**config.mk**
```make
export PLATFORM = sky130hd
export DESIGN_NAME = load_store_unit_flat
export DESIGN_NICKNAME = d
export VERILOG_FILES = /design/src/rtl/load_store_unit_if.sv /design/src/rtl/load_store_unit.sv /design/src/flat_wrapper.sv
export SDC_FILE = /design/constraint.sdc
export NUM_CORES = 1
export LEC_CHECK = 0
export ABC_AREA = 1
export CAP_MARGIN = 30
export CORE_MARGIN = 2
export CORE_UTILIZATION = 52
export CTS_CLUSTER_SIZE = 20
export DETAILED_ROUTE_END_ITERATION = 6
export PLACE_DENSITY = 0.84
export SKIP_LAST_GASP = 1
export SLEW_MARGIN = 15
export SYNTH_ARGS = -nofsm -noshare
export SYNTH_HDL_FRONTEND = slang
export SYNTH_SLANG_ARGS = --single-unit
```
**constraint.sdc**
```tcl
create_clock -name clk -period 4.58 [get_ports clk]
set_input_delay 0.458 -clock clk [delete_from_list [all_inputs] [get_ports clk]]
set_output_delay 0.458 -clock clk [all_outputs]
set_load 0.01 [all_outputs]
```
**src/rtl/load_store_unit_if.sv**
```systemverilog
// Data-bus bundle between the load/store unit (master) and data memory (slave).
// Handshake: the master raises bus_req with bus_we/addr/be/wdata and holds all of them stable
// until a cycle where the slave drives bus_ack or bus_err; that cycle ends the transfer.
interface load_store_unit_if;
    logic        bus_req;
    logic        bus_we;
    logic [31:0] bus_addr;
    logic [3:0]  bus_be;
    logic [31:0] bus_wdata;
    logic [31:0] bus_rdata;
    logic        bus_ack;
    logic        bus_err;

    modport master (
        output bus_req, bus_we, bus_addr, bus_be, bus_wdata,
        input  bus_rdata, bus_ack, bus_err
    );

    modport slave (
        input  bus_req, bus_we, bus_addr, bus_be, bus_wdata,
        output bus_rdata, bus_ack, bus_err
    );
endinterface

```
**src/rtl/load_store_unit.sv**
```systemverilog
// Data-memory stage: turns decoded loads/stores into one req/ack bus transfer, stalls the core
// until it ends, returns extended load data and reports alignment, width and bus faults.
module load_store_unit #(
    parameter int unsigned TIMEOUT_CYCLES = 255
) (
    input  logic        clk,
    input  logic        rst,
    input  logic        memRead,
    input  logic        memWrite,
    input  logic [2:0]  memSignWidth,
    input  logic [31:0] addr,
    input  logic [31:0] wdata,
    output logic [31:0] rdata,
    output logic        stall,
    output logic        fault,
    output logic [31:0] fault_cause,
    output logic [31:0] fault_addr,
    output logic [1:0]  dbg_state,
    load_store_unit_if.master bus
);
    typedef enum logic [1:0] {IDLE = 2'd0, BUSY = 2'd1, DONE = 2'd2} state_t;

    state_t      state;
    logic [31:0] timer;
    logic        is_store_q;
    logic [2:0]  width_q;
    logic [31:0] addr_q;
    logic [31:0] rdata_q;
    logic        fault_q;
    logic [31:0] cause_q;

    logic        access;
    logic        width_bad;
    logic        misaligned;
    logic        bad;
    logic [31:0] bad_cause;
    logic [3:0]  be_n;
    logic [31:0] wdata_n;
    logic        timeout_hit;

    // Request decode for the instruction currently presented by decode.
    always_comb begin
        access = memRead | memWrite;
        if (memWrite)
            width_bad = memSignWidth[2] | (memSignWidth[1:0] == 2'b11);
        else
            width_bad = (memSignWidth[1:0] == 2'b11) | (memSignWidth == 3'd6);
        misaligned = ((memSignWidth[1:0] == 2'd1) & addr[0])
                   | ((memSignWidth[1:0] == 2'd2) & (addr[1:0] != 2'b00));
        bad       = access & (width_bad | misaligned);
        bad_cause = width_bad ? 32'd2 : (memWrite ? 32'd6 : 32'd4);
        case (memSignWidth[1:0])
            2'd0: begin
                be_n    = 4'b0001 << addr[1:0];
                wdata_n = {4{wdata[7:0]}};
            end
            2'd1: begin
                be_n    = 4'b0011 << {addr[1], 1'b0};
                wdata_n = {2{wdata[15:0]}};
            end
            default: begin
                be_n    = 4'b1111;
                wdata_n = wdata;
            end
        endcase
    end

    logic [7:0]  ld_byte;
    logic [15:0] ld_half;
    logic [31:0] ld_ext;

    // Lane selection uses the latched request, not the live decode inputs.
    always_comb begin
        case (addr_q[1:0])
            2'd0:    ld_byte = bus.bus_rdata[7:0];
            2'd1:    ld_byte = bus.bus_rdata[15:8];
            2'd2:    ld_byte = bus.bus_rdata[23:16];
            default: ld_byte = bus.bus_rdata[31:24];
        endcase
        ld_half = addr_q[1] ? bus.bus_rdata[31:16] : bus.bus_rdata[15:0];
        case (width_q)
            3'd0:    ld_ext = {{24{ld_byte[7]}}, ld_byte};
            3'd1:    ld_ext = {{16{ld_half[15]}}, ld_half};
            3'd4:    ld_ext = {24'd0, ld_byte};
            3'd5:    ld_ext = {16'd0, ld_half};
            default: ld_ext = bus.bus_rdata;
        endcase
    end

    assign timeout_hit = (TIMEOUT_CYCLES != 0) && (timer == TIMEOUT_CYCLES - 1);

    always_ff @(posedge clk) begin
        if (rst) begin
            state         <= IDLE;
            timer         <= '0;
            is_store_q    <= 1'b0;
            width_q       <= '0;
            addr_q        <= '0;
            rdata_q       <= '0;
            fault_q       <= 1'b0;
            cause_q       <= '0;
            bus.bus_req   <= 1'b0;
            bus.bus_we    <= 1'b0;
            bus.bus_addr  <= '0;
            bus.bus_be    <= '0;
            bus.bus_wdata <= '0;
        end else begin
            case (state)
                IDLE: begin
                    if (access && !bad) begin
                        bus.bus_req   <= 1'b1;
                        bus.bus_we    <= memWrite;
                        bus.bus_addr  <= {addr[31:2], 2'b00};
                        bus.bus_be    <= be_n;
                        bus.bus_wdata <= memWrite ? wdata_n : 32'd0;
                        is_store_q    <= memWrite;
                        width_q       <= memSignWidth;
                        addr_q        <= addr;
                        fault_q       <= 1'b0;
                        rdata_q       <= '0;
                        timer         <= '0;
                        state         <= BUSY;
                    end
                end
                BUSY: begin
                    timer <= timer + 32'd1;
                    // bus_err outranks a same-cycle ack; an ack on the last timer cycle still counts.
                    if (bus.bus_err || (timeout_hit && !bus.bus_ack)) begin
                        fault_q <= 1'b1;
                        cause_q <= is_store_q ? 32'd7 : 32'd5;
                    end else if (bus.bus_ack) begin
                        rdata_q <= is_store_q ? 32'd0 : ld_ext;
                    end
                    if (bus.bus_err || bus.bus_ack || timeout_hit) begin
                        bus.bus_req   <= 1'b0;
                        bus.bus_we    <= 1'b0;
                        bus.bus_addr  <= '0;
                        bus.bus_be    <= '0;
                        bus.bus_wdata <= '0;
                        timer         <= '0;
                        state         <= DONE;
                    end
                end
                DONE: begin
                    fault_q <= 1'b0;
                    rdata_q <= '0;
                    state   <= IDLE;
                end
                default: state <= IDLE;
            endcase
        end
    end

    // Illegal requests trap in the same cycle; bus faults surface one cycle later in DONE.
    always_comb begin
        stall       = ((state == IDLE) && access && !bad) || (state == BUSY);
        fault       = 1'b0;
        fault_cause = '0;
        fault_addr  = '0;
        if (state == IDLE && bad) begin
            fault       = 1'b1;
            fault_cause = bad_cause;
            fault_addr  = addr;
        end else if (state == DONE && fault_q) begin
            fault       = 1'b1;
            fault_cause = cause_q;
            fault_addr  = addr_q;
        end
        rdata     = (state == DONE) ? rdata_q : 32'd0;
        dbg_state = state;
    end
endmodule
```
**src/flat_wrapper.sv**
```systemverilog
// flat-port wrapper written by rule: the top's interface ports become plain ports
module load_store_unit_flat 
#(
    parameter int unsigned TIMEOUT_CYCLES = 255
)
  (clk, rst, memRead, memWrite, memSignWidth, addr, wdata, rdata, stall, fault, fault_cause, fault_addr, dbg_state, bus_bus_req, bus_bus_we, bus_bus_addr, bus_bus_be, bus_bus_wdata, bus_bus_rdata, bus_bus_ack, bus_bus_err);
  load_store_unit_if bus_i ();
  input  logic clk;
  input  logic rst;
  input  logic memRead;
  input  logic memWrite;
  input  logic [2:0] memSignWidth;
  input  logic [31:0] addr;
  input  logic [31:0] wdata;
  output logic [31:0] rdata;
  output logic stall;
  output logic fault;
  output logic [31:0] fault_cause;
  output logic [31:0] fault_addr;
  output logic [1:0] dbg_state;
  output wire logic [$bits(bus_i.bus_req)-1:0] bus_bus_req;
  output wire logic [$bits(bus_i.bus_we)-1:0] bus_bus_we;
  output wire logic [$bits(bus_i.bus_addr)-1:0] bus_bus_addr;
  output wire logic [$bits(bus_i.bus_be)-1:0] bus_bus_be;
  output wire logic [$bits(bus_i.bus_wdata)-1:0] bus_bus_wdata;
  input wire logic [$bits(bus_i.bus_rdata)-1:0] bus_bus_rdata;
  input wire logic [$bits(bus_i.bus_ack)-1:0] bus_bus_ack;
  input wire logic [$bits(bus_i.bus_err)-1:0] bus_bus_err;
  assign bus_bus_req = bus_i.bus_req;
  assign bus_bus_we = bus_i.bus_we;
  assign bus_bus_addr = bus_i.bus_addr;
  assign bus_bus_be = bus_i.bus_be;
  assign bus_bus_wdata = bus_i.bus_wdata;
  assign bus_i.bus_rdata = bus_bus_rdata;
  assign bus_i.bus_ack = bus_bus_ack;
  assign bus_i.bus_err = bus_bus_err;
  load_store_unit #(.TIMEOUT_CYCLES(TIMEOUT_CYCLES)) u_core (.clk(clk), .rst(rst), .memRead(memRead), .memWrite(memWrite), .memSignWidth(memSignWidth), .addr(addr), .wdata(wdata), .rdata(rdata), .stall(stall), .fault(fault), .fault_cause(fault_cause), .fault_addr(fault_addr), .dbg_state(dbg_state), .bus(bus_i));
endmodule
```
==> results.tsv <==
stage	metric	value	unit
status	outcome	finished clean	
cells_and_area	n_diodes	0	
placement	IO Port Bufs	243	
grt	vias in the first global route	8915	
sta	hold_ws	0.4620	ns
yosys	Post-synth EDFFs	0	
grt	Overflow after GRT	0	
sta	post-route clock period utilization	0.8268	
grt	largest net degree at the start of global routing	89	
drt	WL/cell	15.12	um
drt	Remaining DRCs	0	
sta	min cycle time layout	3.787	ns
die	DIE AREA	18750	sq um
drt	post-route ant nets	0	
clocking	clock-pin slew on the worst setup and hold paths	0.07	ns
sta	Final Skew	0.01269	ns
setup_path	worst flop-to-flop path startpoint	u_core.dbg_state[1]	
pwr	VDD IR-drop max	0.0003080	V
drt	routed wire length	28060	um
cells_and_area	layout cells sized above 1	0.05153	
cells_and_area	most frequent cells in the layout	421 x nand2_1, 242 x clkdlybuf4s50_1, 197 x nor2_1, 180 x a21oi_1, 173 x dfxtp_1	
die	overall die width	136.9	um
sta	Final Setup Violations	0	
setup_path	critical path arrival	3.33	ns
grt	initial antenna violation count	0	
placement	routability cong.	0.9090	
sta	Final Hold Viols	0	
die	site row count	48	
setup_path	RR Endpoint	u_core.bus.bus_addr[29]	
yosys	post-synthesis area per instance	6.453	sq um
cells_and_area	Util after Layout	0.6965	
drt	DRT Pass-1 Iters	5	
sta	RSZ-0062 raised after global routing	no	
placement	HPWL Detailed	19880	um
die	initial core utilization	0.5313	
setup_path	CP endpoint kind	output port	
cells_and_area	filler cell count	1477	
sta	max_slew headroom	0.3693	
setup_path	CP max FO	35	
setup_path	cells on worst reg2reg path	7	
setup_path	Crit path required time	4.12	ns
cells_and_area	Area Overhead vs Synth	31.11	%
drt	Vias	9830	
min_path	WHS Path Cells	2	
pwr	leakage	4.697	nW
clocking	clock sink count	173	
yosys	Yosys warning count	0	
setup_path	R2R setup slack	2.15	ns
clocking	post-cts resize count	0	
setup_path	critical path class	primary input to output port	
pwr	PD cells	315.0	nW/um^2
yosys	Seq/Total Area, Yosys	0.3769	
cells_and_area	Final Instance Count excl. Fillers	1855	
min_path	Worst Hold Class	register to register	
clocking	Hold Buf Count CTS	0	
clocking	Root Buffer	clkbuf_16	
yosys	Yosys reg bits	173	
cells_and_area	Nets	1724	
yosys	Synth top area share	0.3769	
yosys	Cell Area, Synth	9189	sq um
grt	Global Route Usage Sum	0.2985	
yosys	Synth async-reset ratio	0	
clocking	Clock Latency Late Sink	0.44	ns
die	core area	17300	sq um
min_path	hold wc startpoint	u_core.rdata_q[5]	
job	Max Cap Viol	0	
die	Die H	136.9	um
drt	DR vias/cell	5.299	
clocking	Post-CTS Setup Inserts	0	
sta	Fmax	264.1	MHz
clocking	CTS tree	yes	
yosys	Primary FF master, synth	dfxtp_1	
yosys	synth unique cells	38	
sta	Pins Over Slew Limit	0	
grt	first-pass GRT wire length	44300	um
clocking	Max H-tree Level	4	
clocking	TritonCTS Buffers	17	
yosys	largest area contributor in the netlist	dfxtp_1	
min_path	hold worst-path end	u_core.rdata_q[5]	
sta	Final TNS setup	0	ns
clocking	Clock Tree Buf Depth	2	
sta	Worst Tran Pin Value	0.9450	ns
cells_and_area	commonest non-fill, non-tap cell in the layout	nand2_1	
placement	placed cells	1823	
drt	Starting DRT DRC Count	754	
yosys	synth top area cells	dfxtp_1 38%, nand2_1 17%, a21oi_1 9.8%	
yosys	cells after synthesis	1424	
setup_path	CP startpoint kind	primary input	
die	IO Pins	275	
==> layout make-up <==
| class | count | area, sq um | share of cell area |
|---|---|---|---|
| clock inverter | 15 | 168.9 | 0.01402 |
| multi-input combinational | 1066 | 4780 | 0.3967 |
| sequential | 173 | 3463 | 0.2875 |
| tap | 225 | 281.5 | 0.02337 |
| inverter | 108 | 411.6 | 0.03417 |
| timing repair buffer | 251 | 2517 | 0.2090 |
| clock buffer | 17 | 425.4 | 0.03531 |
==> cells by family (layout without fill, tap and decap cells) <==
logic type / after synthesis / in the layout / share of synthesized area
AOI/OAI and AO/OA: 247 / 247 / 0.1405
other: 1 / 31 / 0.0004081
DFF: 173 / 173 / 0.3769
xor gates and xnor gates: 14 / 14 / 0.01334
adders and majority gates: 2 / 2 / 0.002723
and+or+nand+nor: 772 / 772 / 0.3506
buffers and inverters: 215 / 391 / 0.1155
==> layer usage <==
metal  track usage  up-vias  wire [um]
met2        0.4906      419      13260
met5             0        -          0
li1              -     4873          -
met4       0.09794        0        627
met1        0.3694     4493      11520
met3       0.09630       45       2644
==> metrics by stage <==
stage | worst slack, ns | instance area, sq um | power, W
after floorplan | 2.682 | 9301 | 0.002088
after global placement | 0.9124 | 11410 | 0.002366
after detailed placement | 0.8426 | 11450 | 0.002379
after CTS | 0.8244 | 12050 | 0.003807
after global routing | 0.5618 | 12050 | 0.003957
final | 0.7934 | 12050 | 0.003796
==> critical path, cell delays in order <==
cell	delay (ns)
clkdlybuf4s50_1	0.71
inv_2	0.28
nand2_1	0.35
nand2_2	0.12
nand2_4	0.11
inv_4	0.06
nor2_2	0.07
buf_4	0.33
a21oi_1	0.07
a31oi_1	0.15
clkdlybuf4s50_1	0.59
==> worst max path at each step <==
| stage | start | slack (ns) | endpoint |
|---|---|---|---|
| 4_1_cts | memSignWidth[1] | 0.82 | fault_cause[1] |
| 3_5_place_dp | memSignWidth[1] | 0.84 | fault_cause[1] |
| 2_1_floorplan | memSignWidth[1] | 2.68 | fault_addr[10] |
| 5_1_grt | memSignWidth[1] | 0.56 | fault_cause[1] |
| 6_report | memSignWidth[1] | 0.79 | fault_cause[1] |
| 3_3_place_gp | memSignWidth[1] | 0.91 | fault_cause[1] |
==> registers in the layout (all words and copies together) (netlist names) <==
register              flops
u_core.bus.bus_addr      30
u_core.width_q            3
u_core.is_store_q         1
u_core.fault_q            1
u_core.rdata_q           32
u_core.bus.bus_be         4
u_core.timer             32
u_core.addr_q            32
u_core.bus.bus_wdata     32
u_core.bus.bus_we         1
u_core.cause_q            2
u_core.bus.bus_req        1
u_core.dbg_state          2
==> where the power goes <==
group	leakage (nW)	switching [W]	internal [W]	total, W
Combinational	3.00	0.000422	0.000308	0.000730
Sequential	1.41	0.0000461	0.00158	0.00162
Clock	0.289	0.000706	0.000735	0.00144
==> cell usage after synthesis, types with 5 or more instances <==
cell type,number
nor3_1,7
a21oi_2,5
buf_6,9
nand2_2,7
nand2_1,421
a21oi_1,180
or2_2,5
inv_1,98
buf_4,40
o21ai_0,37
nor2_1,198
buf_2,24
o21ai_1,5
nand4_1,16
dfxtp_1,173
xor2_1,10
clkbuf_1,31
o22ai_1,8
inv_2,7
nand3_1,98
No activity file was read; power rests on OpenSTA's default activity.
